### src/rtl/inv_ark_mix_round.sv
// AES decryption stage: AddRoundKey, then InvMixColumns one column per cycle, with valid/ready on both sides.
// Optional feature macro: AES_ARK_LAST_EN adds last_round, which skips InvMixColumns for the final round.
module inv_ark_mix_round (
  input  logic         clk,
  input  logic         rst,
  input  logic         in_valid,
  output logic         in_ready,
  input  logic [0:127] state_in,
  input  logic [0:127] round_key,
`ifdef AES_ARK_LAST_EN
  input  logic         last_round,
`endif
  output logic         out_valid,
  input  logic         out_ready,
  output logic [0:127] state_out,
  output logic         busy
);

  localparam int unsigned STATE_W = 128;
  localparam int unsigned COL_W   = 32;

  typedef enum logic [1:0] {IDLE, MIX, DONE} state_e;

  state_e             state_q, state_d;
  logic [0:STATE_W-1] work_q, work_d;
  logic [1:0]         col_q, col_d;
  logic               skip_c;
  logic [COL_W-1:0]   col_in_c;
  logic [6:0]         col_base_c;

  function automatic logic [7:0] xtime(input logic [7:0] b);
    xtime = {b[6:0], 1'b0} ^ (b[7] ? 8'h1b : 8'h00);
  endfunction

  // Multiply by 09/0b/0d/0e built from the x2, x4, x8 chain
  function automatic logic [31:0] inv_mix_col(input logic [31:0] a);
    logic [7:0] x1 [4];
    logic [7:0] x2 [4];
    logic [7:0] x4 [4];
    logic [7:0] x8 [4];
    logic [7:0] m9 [4];
    logic [7:0] mb [4];
    logic [7:0] md [4];
    logic [7:0] me [4];
    for (int i = 0; i < 4; i++) begin
      x1[i] = a[31-8*i -: 8];
      x2[i] = xtime(x1[i]);
      x4[i] = xtime(x2[i]);
      x8[i] = xtime(x4[i]);
      m9[i] = x8[i] ^ x1[i];
      mb[i] = x8[i] ^ x2[i] ^ x1[i];
      md[i] = x8[i] ^ x4[i] ^ x1[i];
      me[i] = x8[i] ^ x4[i] ^ x2[i];
    end
    inv_mix_col = {me[0] ^ mb[1] ^ md[2] ^ m9[3],
                   m9[0] ^ me[1] ^ mb[2] ^ md[3],
                   md[0] ^ m9[1] ^ me[2] ^ mb[3],
                   mb[0] ^ md[1] ^ m9[2] ^ me[3]};
  endfunction

`ifdef AES_ARK_LAST_EN
  assign skip_c = last_round;
`else
  assign skip_c = 1'b0;
`endif

  assign col_base_c = {col_q, 5'd0};
  assign col_in_c   = work_q[col_base_c +: COL_W];

  always_comb begin
    state_d = state_q;
    work_d  = work_q;
    col_d   = col_q;
    unique case (state_q)
      IDLE: begin
        if (in_valid) begin
          work_d  = state_in ^ round_key;
          col_d   = 2'd0;
          state_d = skip_c ? DONE : MIX;
        end
      end
      MIX: begin
        work_d[col_base_c +: COL_W] = inv_mix_col(col_in_c);
        col_d = col_q + 2'd1;
        if (col_q == 2'd3) state_d = DONE;
      end
      DONE: begin
        if (out_ready) state_d = IDLE;
      end
      default: state_d = IDLE;
    endcase
  end

  // Handshake flags are registered from the next state so they line up with state_q
  always_ff @(posedge clk or posedge rst) begin
    if (rst) begin
      state_q   <= IDLE;
      work_q    <= '0;
      col_q     <= 2'd0;
      in_ready  <= 1'b1;
      out_valid <= 1'b0;
      busy      <= 1'b0;
    end else begin
      state_q   <= state_d;
      work_q    <= work_d;
      col_q     <= col_d;
      in_ready  <= (state_d == IDLE);
      out_valid <= (state_d == DONE);
      busy      <= (state_d != IDLE);
    end
  end

  assign state_out = work_q;

endmodule

### config.mk
export PLATFORM = sky130hd
export DESIGN_NAME = inv_ark_mix_round
export DESIGN_NICKNAME = d
export VERILOG_FILES = /design/src/rtl/inv_ark_mix_round.sv
export SDC_FILE = /design/constraint.sdc
export NUM_CORES = 1
export LEC_CHECK = 0
export ABC_AREA = 1
export BUFFER_PORTS_ARGS = -buffer_cell sky130_fd_sc_hd__buf_2
export CORE_ASPECT_RATIO = 0.5
export CORE_MARGIN = 2
export CORE_UTILIZATION = 40
export CTS_CLUSTER_DIAMETER = 50
export DETAILED_ROUTE_END_ITERATION = 12
export PLACE_DENSITY_LB_ADDON = 0.12
export SLEW_MARGIN = 20
export SYNTH_ARGS = -nofsm -noshare
export SYNTH_HDL_FRONTEND = slang
export SYNTH_SLANG_ARGS = --single-unit
export TNS_END_PERCENT = 100
### constraint.sdc
create_clock -name clk -period 4 [get_ports clk]
set_input_delay 0.6 -clock clk [delete_from_list [all_inputs] [get_ports clk]]
set_output_delay 0.6 -clock clk [all_outputs]
set_load 0.01 [all_outputs]
== Yosys cells after proc, flatten, opt, wreduce, memory -nomap -nowiden ==
Index checks and enable logic that the tools add are counted.

* Flip-flop bits (word level): 135
* Bits of input ports: 260
* Output and inout port bits: 131
* Word-level logic and storage cells: 92

* Add/sub/neg operators: 2
* Equality and inequality tests: 5
* Shift operators: 3
* Muxes and demuxes: 21
* Bitwise logic cells: 50
* Reductions and logical operators: 5

{| class="wikitable"
|+ Operators by type and width
! cell !! number
|-
| bitwise XOR 8 bit || 36
|-
| case mux 128 bit (2 select lines) || 1
|-
| variable shift 129 x 9 -> 128 bit, first input constant || 1
|-
| variable part select 128 x 8 -> 129 bit || 1
|-
| variable part select 129 x 9 -> 128 bit || 1
|-
| bitwise mux 128 bit || 1
|-
| 2-to-1 mux 128 bit || 1
|-
| bitwise XOR 128 bit || 1
|-
| bitwise XOR 8 x 5 -> 8 bit || 12
|-
| 2-to-1 mux 5 bit || 12
|-
| negation 8 -> 9 bit || 1
|-
| 2-to-1 mux 2 bit || 4
|-
| inverter 7 -> 8 bit || 1
|-
| == test 2 bit, second input constant || 3
|-
| case mux 2 bit (3 select lines) || 1
|-
| logical NOT 2 bit || 2
|-
| case mux 2 bit (2 select lines) || 1
|-
| nonzero test 2 bit || 2
|-
| adder 2 x 1 -> 2 bit, second input constant || 1
|-
| == test 2 x 1 -> 1 bit, second input constant || 1
|-
| != test 2 bit, second input constant || 1
|-
| AND reduction 2 bit || 1
|}

== Logic depth before layout (Yosys ltp) ==
* Depth in word-level cells: 16
* Gate-level depth with buffers: 23
* Depth with buffers taken out: 20

== Least setup slack after synthesis ==
No wires, ideal clock.

* Path type: register to register
* Start: register col_q[0]
* End: register work_q, in the netlist state_out[87]
* Library setup time: 0.087 ns
* Arrival time: 2.370 ns
* Required time: 3.913 ns
* Path slack: 1.543 ns
* Cell stages (with the launch flop): 13
* Path buffers: 6
* Clock period less this slack: 2.457 ns
* Cell sequence: dfrtp_1 > buf_6 > inv_4 > buf_6 > buf_6 > clkbuf_1 > buf_2 > ha_1 > inv_1 > nor3_1 > clkbuf_1 > nand3_1 > a22oi_1

* Cells in the longest elaborated chain, start to end: 14
* Elaborated cells on any way between the ends: 67
* Those cells by class: 1 x add/sub; 3 x shift; 14 x mux; 49 x bitwise

{| class="wikitable"
|+ RTL lines
! what !! RTL line !! text
|-
| start: declaration || 26 || <nowiki>logic [1:0] col_q, col_d;</nowiki>
|-
| start signal: assignment || 106 || <nowiki>col_q <= col_d;</nowiki>
|-
| inverter 7 -> 8 bit (implied by the code) (*) || 68, 83 ||
|-
| variable part select 128 x 8 -> 129 bit || 68 || <nowiki>assign col_in_c = work_q[col_base_c +: COL_W];</nowiki>
|-
| bitwise XOR 8 x 5 -> 8 bit or 2-to-1 mux 5 bit (tied branches) (2 in series) || 32 || <nowiki>xtime = {b[6:0], 1'b0} ^ (b[7] ? 8'h1b : 8'h00);</nowiki>
|-
| 2-to-1 mux 5 bit or bitwise XOR 8 x 5 -> 8 bit (tied branches) || 32 ||
|-
| bitwise XOR 8 x 5 -> 8 bit || 32 ||
|-
| bitwise XOR 8 bit (on tied branches) (2 in series) || 51, 52, 53 ||
|-
| bitwise XOR 8 bit (on tied branches) (3 in series) || - ||
|-
| variable part select 129 x 9 -> 128 bit || 83 || <nowiki>work_d[col_base_c +: COL_W] = inv_mix_col(col_in_c);</nowiki>
|-
| bitwise mux 128 bit (*) || 83 ||
|-
| case mux 128 bit (2 select lines) (*) || 74 || <nowiki>unique case (state_q)</nowiki>
|-
| end signal: assignment || 105 || <nowiki>work_q <= work_d;</nowiki>
|-
| end: declaration || 25 || <nowiki>logic [0:STATE_W-1] work_q, work_d;</nowiki>
|}

Mark *: on every way between the ends. The rest lies on a longest branch, timed or not.
A chain may end at the register's enable or synchronous reset.

== Worst setup path in the final report ==
* Start: register col_q[0]
* End: register work_q, in the netlist state_out[19]

Same word-level chain as after synthesis.

==> impl_metrics.toml <==
[setup_path]
start_kind = "flop"
cpPeakStageDelay_ns = 0.50
crit_slowest_cell = "dfrtp_4"
worst_r2r_endpoint = "state_out[19]"
reg2reg_from = "col_q[0]"
required_ns = 4.34
rrSetupSlack_ns = 0.45
cp_max_fo = 37
cp_data_arrival_time_ns = 3.88
crit_top_cell = "nand2_1"
end_kind = "flop"
crit_buf_inv = 2
crit_type = "reg2reg"
ff2ff_path_depth = 17
critical_path.top_delay_family = "simple AND/OR/NAND/NOR gates"
crit_chain = "inv_4 > buf_4 > nand2_2 > nand2_1 > nand2_1 > nand2_1 > nand2_1 > nand2_2 > nand2_1 > nand2_1 > nand2_1 > nand2_1 > nand2_1 > nand2_1 > nand3_1 > nand4_1 > a21oi_1"
cp-startpoint = "col_q[0]"

[drt]
drc_errors = 0
dr.pass1.iters = 7
vias = 15900
viasPerCell = 5.62
avgRoutedWirePerCell_microns = 22.4
postRouteAntennaNets = 0
wirelength_microns = 63200
first_iter_violations = 1923

[global_routing]
grt_overflow = 0
antenna_found_initial = 1
grt_pass1_wl_microns = 92000
grt_usage_pct = 37.6
grt_pass1_vias = 14200
grt_max_degree = 136

[logic_synthesis]
synth_edf_count = 0
synth_area_sq_um = 12700
synthTopCellsByArea = "dfrtp_1, nand2_1, a21oi_1, nor2_1, nand3_1"
yosysMostFrequentCell = "nand2_1"
synth-seq-cells = 135
syn-instance-count = 2028
seq_area_frac_synth_pct = 26.7
synth-async-reset-ratio_pct = 100
ys_warn_count = 0
syn-num-nets = 2292
synth_top_area_share_pct = 26.5
yosysUniqueCellTypes = 37
synth_ff_type = "dfrtp_1"
synth.largest_area_cell = "dfrtp_1"
synth_common_cells = "nand2_1, nor2_1, a21oi_1"
avgSynthCellArea_sq_um = 6.24

[floorplan]
top_level_ports = 391
die_w_microns = 256
initial_core_util_pct = 41.2
die_h_microns = 130
rows = 45
core-area_sq_um = 30700
fp.dieArea_sq_um = 33200

[final_layout]
n_fill_cell = 3249
antenna_cells = 0
area_growth_pct = 23.6
layout-drive-gt1-share_pct = 24.1
nNetsFinal = 2655

[cts]
cts_max_level = 4
cts_resized = 0
insertion_delay_ns = 0.45
clk_pin_slew_worst_paths_ns = 0.07
cts_made_buffers = 17
ctsHoldBuffers = 0
postCtsSetupBuffers = 0
cts_buffer_depth = 2
cts_root_buffer = "clkbuf_16"
clock_sinks = 135
cts_tree = "yes"

[timing]
clock.fmax_mhz = 282
worstMarginPinSlew_ns = 0.783
min_period_over_period_pct = 88.7
hold_viol_final = 0
rsz0062_at_grt = "false"
setup_viol = 0
tns_ns = 0
slew_violations = 0
fin_skew_ns = 0.0125
slew_headroom_pct = 47.6
post-route-min-period_ns = 3.55

[run_status]
outcome = "complete, no violations"

[min_path]
hold_path_class = "in2async"

[job]
cap_violations = 0

[placement]
hpwlAfterDp_microns = 50400
gp_congestion = 1.09
placement.io_buffers = 390
## kinds of logic after synthesis
logic type	share of synthesized area, %
AO/OA/AOI/OAI	15.9
XOR/XNOR	9.64
adder cells (fa/ha/maj)	0.395
buffers and inverters	6.75
flip-flops	26.7
AND/OR/NAND/NOR	40.6
## layer usage
layer / wire length [microns] / GRT usage [%] / share of wire [%]
met1: 29500 / 56.9 / 47
met2: 24200 / 49.8 / 38
met3: 8450 / 13.5 / 13
met4: 988 / 8.19 / 1.6
met5: 0 / 0 / 0
## cell usage in the layout, fill, tap and decap left out, types with 2 or more instances in the layout
cell          n
xor2_2        4
ha_1          4
nand3_2       7
a22oi_1       2
inv_1        69
inv_4         2
o21ai_1       4
clkbuf_16    17
o21ai_0     131
clkinvlp_4    3
xnor2_4       3
o31ai_1       2
buf_2       390
a21oi_4       3
a21o_1        2
a21oi_1     254
nand2_2      48
nand2_4      10
nand2_1     571
inv_6         4
buf_12        3
nor3_2        3
buf_4        43
nand3_1     198
dfrtp_1     132
nand4_1      68
or2_1         4
xnor2_1      35
xnor2_2       5
clkinv_4      4
inv_8         3
nor2_1      265
nor2_2        2
nand3b_1      6
xor2_1       75
inv_2        18
## registers in the layout, indices dropped and copies added (netlist names)
register	cells
in_ready	1
busy	1
state_q	2
out_valid	1
col_q	2
state_out	128
## how the worst max path moves through the flow
stage	end	slack [ns]	depth (start not counted)
floorplan	state_out[87]	1.54	12
global route	state_out[82]	0.24	20
CTS	state_out[67]	0.58	20
finish	state_out[19]	0.45	17
detailed placement	state_out[67]	0.58	20
global placement	state_out[19]	0.62	17
## metrics by stage
step | area, sq um | utilization (%) | instances | setup WS [ns] | hold WS [ns]
6_report | 15700 | 50.9 | 2826 | 0.454 | 0.147
2_1_floorplan | 12700 | - | 2028 | 1.54 | 0.516
4_1_cts | 15700 | 50.9 | 2826 | 0.579 | 0.141
3_3_place_gp | 15100 | 49.1 | 2795 | 0.625 | 0.527
3_5_place_dp | 15100 | 49.1 | 2795 | 0.576 | 0.540
5_1_grt | 15700 | 50.9 | 2826 | 0.236 | 0.155
## cell type report
| class | count | area (sq um) | area share [%] |
|---|---|---|---|
| tap | 423 | 529 | 3.38 |
| clock buffer | 17 | 425 | 2.72 |
| sequential | 135 | 3380 | 21.6 |
| timing repair buffer | 436 | 2330 | 14.9 |
| clock inverter | 14 | 135 | 0.863 |
| inverter | 91 | 352 | 2.25 |
| multi-input combinational | 1710 | 8490 | 54.2 |
Power is not shown: default switching activity piles up to over one toggle a cycle in this logic, so the estimate is an artifact.
